**config.mk**
```make
export PLATFORM = sky130hd
export DESIGN_NAME = thread_lsu
export DESIGN_NICKNAME = d
export VERILOG_FILES = /design/src/rtl/gpu_pkg.sv /design/src/rtl/lsu_watchdog.sv /design/src/rtl/thread_lsu.sv
export SDC_FILE = /design/constraint.sdc
export NUM_CORES = 1
export LEC_CHECK = 0
export CORE_ASPECT_RATIO = 0.5
export CORE_MARGIN = 2
export CORE_UTILIZATION = 25
export DETAILED_ROUTE_END_ITERATION = 10
export MAX_ROUTING_LAYER = met4
export PLACE_DENSITY = 0.53
export SLEW_MARGIN = 20
export SYNTH_ARGS = -nofsm -noshare
export SYNTH_HDL_FRONTEND = slang
export SYNTH_SLANG_ARGS = --single-unit
```
**constraint.sdc**
```tcl
create_clock -name clk -period 1.8 [get_ports clk]
set_input_delay 0.36 -clock clk [delete_from_list [all_inputs] [get_ports clk]]
set_output_delay 0.36 -clock clk [all_outputs]
set_load 0.01 [all_outputs]
```
**src/rtl/gpu_pkg.sv**
```systemverilog
// Shared encodings for the core scheduler FSM and the per-thread LSU state.
package gpu_pkg;

    typedef enum logic [2:0] {
        CORE_IDLE    = 3'b000,
        CORE_FETCH   = 3'b001,
        CORE_DECODE  = 3'b010,
        CORE_REQUEST = 3'b011,
        CORE_WAIT    = 3'b100,
        CORE_EXECUTE = 3'b101,
        CORE_UPDATE  = 3'b110,
        CORE_DONE    = 3'b111
    } core_state_t;

    typedef enum logic [1:0] {
        LSU_IDLE       = 2'b00,
        LSU_REQUESTING = 2'b01,
        LSU_WAITING    = 2'b10,
        LSU_DONE       = 2'b11
    } lsu_state_t;

endpackage

```
**src/rtl/lsu_watchdog.sv**
```systemverilog
// WAITING-cycle watchdog: expired is high in the LIMIT-th counted cycle.
// Counter saturates at LIMIT so a stalled thread cannot wrap and re-fire.
module lsu_watchdog #(
    parameter int LIMIT = 255
) (
    input  logic clk,
    input  logic reset,
    input  logic clear,
    input  logic count,
    output logic expired
);
    localparam int W = $clog2(LIMIT + 1);

    logic [W-1:0] r_cnt;

    assign expired = count && (r_cnt == W'(LIMIT - 1));

    always_ff @(posedge clk) begin
        if (reset || clear) begin
            r_cnt <= '0;
        end else if (count && (r_cnt != W'(LIMIT))) begin
            r_cnt <= r_cnt + 1'b1;
        end
    end
endmodule

```
**src/rtl/thread_lsu.sv**
```systemverilog
// Per-thread load/store unit: turns LDR/STR into a valid/ready memory transaction.
// Optional watchdog abort on stalled memory is built when LSU_TIMEOUT_EN is defined.
module thread_lsu
    import gpu_pkg::*;
#(
    parameter int DATA_BITS      = 8,
    parameter int ADDR_BITS      = 8,
    parameter int TIMEOUT_CYCLES = 255
) (
    input  logic                 clk,
    input  logic                 reset,
    input  logic                 enable,
    input  logic [2:0]           core_state,
    input  logic                 decoded_mem_read_enable,
    input  logic                 decoded_mem_write_enable,
    input  logic [DATA_BITS-1:0] rs,
    input  logic [DATA_BITS-1:0] rt,
    output logic                 mem_read_valid,
    output logic [ADDR_BITS-1:0] mem_read_address,
    input  logic                 mem_read_ready,
    input  logic [DATA_BITS-1:0] mem_read_data,
    output logic                 mem_write_valid,
    output logic [ADDR_BITS-1:0] mem_write_address,
    output logic [DATA_BITS-1:0] mem_write_data,
    input  logic                 mem_write_ready,
    output logic [1:0]           lsu_state,
    output logic [DATA_BITS-1:0] lsu_out,
    output logic                 lsu_error
);
    lsu_state_t           r_state,  w_state_nx;
    logic                 r_is_read, w_is_read_nx;
    logic                 r_rv, w_rv_nx;
    logic                 r_wv, w_wv_nx;
    logic [ADDR_BITS-1:0] r_raddr, w_raddr_nx;
    logic [ADDR_BITS-1:0] r_waddr, w_waddr_nx;
    logic [DATA_BITS-1:0] r_wdata, w_wdata_nx;
    logic [DATA_BITS-1:0] r_out, w_out_nx;
    logic                 w_expired;
    logic                 w_err_set;

`ifdef LSU_TIMEOUT_EN
    logic r_err;

    lsu_watchdog #(
        .LIMIT (TIMEOUT_CYCLES)
    ) u_watchdog (
        .clk     (clk),
        .reset   (reset),
        .clear   (enable && (r_state == LSU_REQUESTING)),
        .count   (enable && (r_state == LSU_WAITING)),
        .expired (w_expired)
    );

    always_ff @(posedge clk) begin
        if (reset) begin
            r_err <= 1'b0;
        end else if (enable && w_err_set) begin
            r_err <= 1'b1;
        end
    end

    assign lsu_error = r_err;
`else
    assign w_expired = 1'b0;
    assign lsu_error = 1'b0;
`endif

    always_comb begin
        w_state_nx   = r_state;
        w_is_read_nx = r_is_read;
        w_rv_nx      = r_rv;
        w_wv_nx      = r_wv;
        w_raddr_nx   = r_raddr;
        w_waddr_nx   = r_waddr;
        w_wdata_nx   = r_wdata;
        w_out_nx     = r_out;
        w_err_set    = 1'b0;
        case (r_state)
            LSU_IDLE: begin
                if ((core_state == CORE_REQUEST) &&
                    (decoded_mem_read_enable || decoded_mem_write_enable)) begin
                    w_state_nx   = LSU_REQUESTING;
                    w_is_read_nx = decoded_mem_read_enable;
                end
            end
            LSU_REQUESTING: begin
                if (r_is_read) begin
                    w_raddr_nx = rs[ADDR_BITS-1:0];
                    w_rv_nx    = 1'b1;
                end else begin
                    w_waddr_nx = rs[ADDR_BITS-1:0];
                    w_wdata_nx = rt;
                    w_wv_nx    = 1'b1;
                end
                w_state_nx = LSU_WAITING;
            end
            LSU_WAITING: begin
                // Ready beats a same-cycle timeout.
                if (r_is_read && mem_read_ready) begin
                    w_out_nx   = mem_read_data;
                    w_rv_nx    = 1'b0;
                    w_state_nx = LSU_DONE;
                end else if (!r_is_read && mem_write_ready) begin
                    w_wv_nx    = 1'b0;
                    w_state_nx = LSU_DONE;
                end else if (w_expired) begin
                    w_rv_nx    = 1'b0;
                    w_wv_nx    = 1'b0;
                    w_err_set  = 1'b1;
                    w_state_nx = LSU_DONE;
                    if (r_is_read) begin
                        w_out_nx = '1;
                    end
                end
            end
            LSU_DONE: begin
                if (core_state == CORE_UPDATE) begin
                    w_state_nx = LSU_IDLE;
                end
            end
            default: w_state_nx = LSU_IDLE;
        endcase
    end

    always_ff @(posedge clk) begin
        if (reset) begin
            r_state   <= LSU_IDLE;
            r_is_read <= 1'b0;
            r_rv      <= 1'b0;
            r_wv      <= 1'b0;
            r_raddr   <= '0;
            r_waddr   <= '0;
            r_wdata   <= '0;
            r_out     <= '0;
        end else if (enable) begin
            r_state   <= w_state_nx;
            r_is_read <= w_is_read_nx;
            r_rv      <= w_rv_nx;
            r_wv      <= w_wv_nx;
            r_raddr   <= w_raddr_nx;
            r_waddr   <= w_waddr_nx;
            r_wdata   <= w_wdata_nx;
            r_out     <= w_out_nx;
        end
    end

    assign mem_read_valid    = r_rv;
    assign mem_read_address  = r_raddr;
    assign mem_write_valid   = r_wv;
    assign mem_write_address = r_waddr;
    assign mem_write_data    = r_wdata;
    assign lsu_state         = r_state;
    assign lsu_out           = r_out;
endmodule

```
==> flow_summary.yaml, run 1 <==
worst_setup_path:
  cp_top_family: "buffers and inverters"
  worstReg2RegStart: "lsu_state[1]$_SDFFE_PP0P_"
  timing.rr.end: "mem_write_address[6]$_SDFFE_PP0P_"
  worstRegToRegCells: 7
  crit_buf_inv: 1
  crit_start: "lsu_state[1]$_SDFFE_PP0P_"
  crit_fanout: 6
  required_ns: 1.44
  critPathCaptureType: "primary output"
  max_stage_delay_ns: 0.57
  setup.worst_path.class: "reg2out"
  crit_arrival_ns: 1.27
  reg2reg_slack_ns: 0.32
  cp_slowest_cell: "clkdlybuf4s50_1"
  crit_chain: "clkdlybuf4s50_1"
  critPathLaunchType: "flop"
hold_path:
  hp-start: "lsu_out[5]$_SDFFE_PP0P_"
  min_to: "lsu_out[5]$_SDFFE_PP0P_"
  hold_path_depth: 2
  hold_class: "reg2reg"
die:
  fp-row-count: 20
  die_area_um2: 7010
  io_pins: 71
  core_area_um2: 6080
  die_h_um: 60.2
  start_util_pct: 26.0
  die_w_um: 116
yosys:
  yosysMostFrequentCell: "nand2_1"
  syn-num-nets: 227
  synth_area_leaders: "dfxtp_1 47%, nand2_1 13%, a21oi_1 7.6%"
  synth-seq-area-share_pct: 46.9
  synth_enable_flop_cells: 0
  synthDistinctLibCells: 29
  yosys-top-cells-count: "56 x nand2_1, 37 x dfxtp_1, 24 x a21oi_1"
  ys.flop_type: "dfxtp_1"
  yosysTopAreaCellShare_pct: 46.9
  synth_area_um2: 1580
  ys.warnings.count: 0
  synthArstFlopShare_pct: 0
  syn_inst: 188
  ys_ff_latch: 37
  yosysTopAreaCell: "dfxtp_1"
  synth.avg_cell_area_um2: 8.40
sta:
  rsz0062_at_grt: "false"
  slew_violations: 0
  setup_ws_ns: 0.171
  period_minus_slack_ns: 1.63
  min_period_over_period_pct: 90.5
  final_hold_viol_count: 0
  fmax_mhz: 614
  setup_viol: 0
  tns_ns: 0
  fin_skew_ns: 0.00278
finish:
  layoutNonFillerInstCount: 349
  drive_gt1_share_pct: 14.2
  fillCellCount: 580
  antenna_cells: 0
  area_growth_pct: 63.1
  num-nets-final: 299
placement:
  pre_cts_ws_ns: 0.0992
  dp.cells: 341
  gp_congestion: 0.740
  portBuffers: 69
  dp_hpwl_um: 3120
clocking:
  numCtsBuffers: 5
  clkLatencyLatePin_ns: 0.28
  post_cts_buffers: 0
  htreeDepth: 2
  cts_max_path_buffers: 2
  hold_buffers: 0
  clk_pin_slew_worst_paths_ns: 0.05
  cts_resized: 0
  cts-root-buf: "clkbuf_16"
  cts_sinks: 37
  cts_tree: "done"
global_route:
  grt_pass1_wl_um: 6670
  overflow: 0
  first_global_vias: 1441
  grt_max_degree: 22
  antenna_found_initial: 0
  grtUsageTotal_pct: 12.9
power_and_ir_drop:
  power_density_nw_per_um2: 801
  power_leakage_nw: 0.874
  max-vdd-ir-drop_uv: 348
drt:
  drc_errors: 0
  wl_met2_um: 2060
  topRoutingLayerUsed: "met4"
  wl_met3_um: 140
  antenna_left: 0
  vias: 1456
  wl_per_cell_um: 12.1
  wl_met1_um: 1950
  viasPerCell: 4.17
  drtIter0Drc: 35
  first_pass_iters: 4
  finalWirelength_um: 4210
flow_run:
  maxCapViolCount: 0
status:
  outcome: "completed"
[kinds of logic (layout without fill, tap and decap cells)]
logic type,count (synthesis),count (layout),share of synthesized area (%)
compound gates,40,40,15.8
simple gates,87,87,25.4
flops,37,37,46.9
other cells,1,1,0.237
buf+inv,14,87,5.23
fa+ha+maj,5,5,3.96
mux,4,4,2.54
[placed cells by master (no fill, tap or decap)]
master,n
nor2_1,4
nand3b_1,1
conb_1,1
nor2b_1,1
and4_1,2
nand2b_1,4
o21ai_0,1
o211a_1,1
and3_1,1
clkbuf_8,1
nor2_4,1
mux2i_1,4
dfxtp_1,37
buf_12,3
clkbuf_1,1
nand4_1,1
inv_1,2
a21oi_1,24
bufinv_16,1
buf_4,5
a31oi_1,2
nand2_2,11
clkbuf_16,5
ha_1,5
o22ai_1,1
a21oi_2,10
nand2_1,56
clkdlybuf4s50_1,69
or2_1,1
nand3_1,1
nor3_1,3
o21bai_1,1
[worst reg2reg max path: stages (launching register included)]
cell     delay, ns
dfxtp_1       0.42
inv_1         0.10
ha_1          0.26
nand2_2       0.12
or2_1         0.15
buf_12        0.17
nand2_2       0.07
a21oi_2       0.14
[cell type report]
class	count	area, µm²	share of cell area, %
clock buffers	7	143	5.54
clock inverters	1	30.0	1.17
inverters	2	7.51	0.292
multi-input cells	137	756	29.3
flip-flops and latches	37	741	28.8
well taps	88	110	4.28
repair buffers	77	788	30.6
[worst max-delay path by stage]
stage,slack [ns],end,cells after the start
after detailed placement,0.1,lsu_out[1]$_SDFFE_PP0P_,5
after floorplan,0.34,mem_write_address[0]$_SDFFE_PP0P_,7
after global routing,0.11,lsu_state[1],1
after CTS,0.15,lsu_state[1],1
after global placement,0.13,lsu_out[0]$_SDFFE_PP0P_,5
final,0.17,lsu_state[1],1
[layer usage]
layer	vias up	global-route usage [%]
li1	760	-
met1	668	15.2
met2	21	21.4
met3	7	3.55
met4	0	5.10
met5	-	-
[report_power, final]
part,internal (mW),switching [mW]
clock,0.692,0.327
combinational,0.120,0.0807
sequential,0.832,0.0101
[flip-flops by register name, summed over array words and instances (netlist names)]
name / flops
lsu_out: 8
r_is_read: 1
mem_write_data: 8
mem_read_address: 8
mem_write_address: 8
lsu_state: 2
mem_write_valid: 1
mem_read_valid: 1
[metrics by stage]
stage | total power [mW] | hold WS (ns) | instance area, µm² | utilization [%]
final | 2.06 | 0.454 | 2570 | 42.3
after global routing | 2.14 | 0.477 | 2570 | 42.3
after CTS | 2.09 | 0.458 | 2570 | 42.3
after detailed placement | 1.06 | 0.450 | 2400 | 39.5
after global placement | 1.06 | 0.445 | 2400 | 39.5
after floorplan | 0.936 | 0.481 | 1580 | -
(Power assumes the default switching activity.)
==> inputs of run 2 (changes only) <==
Settings changed: CTS_CLUSTER_DIAMETER set to 30.
==> results of run 2 <==
No change in the layout: final DEF, timing and power equal those of run 1.
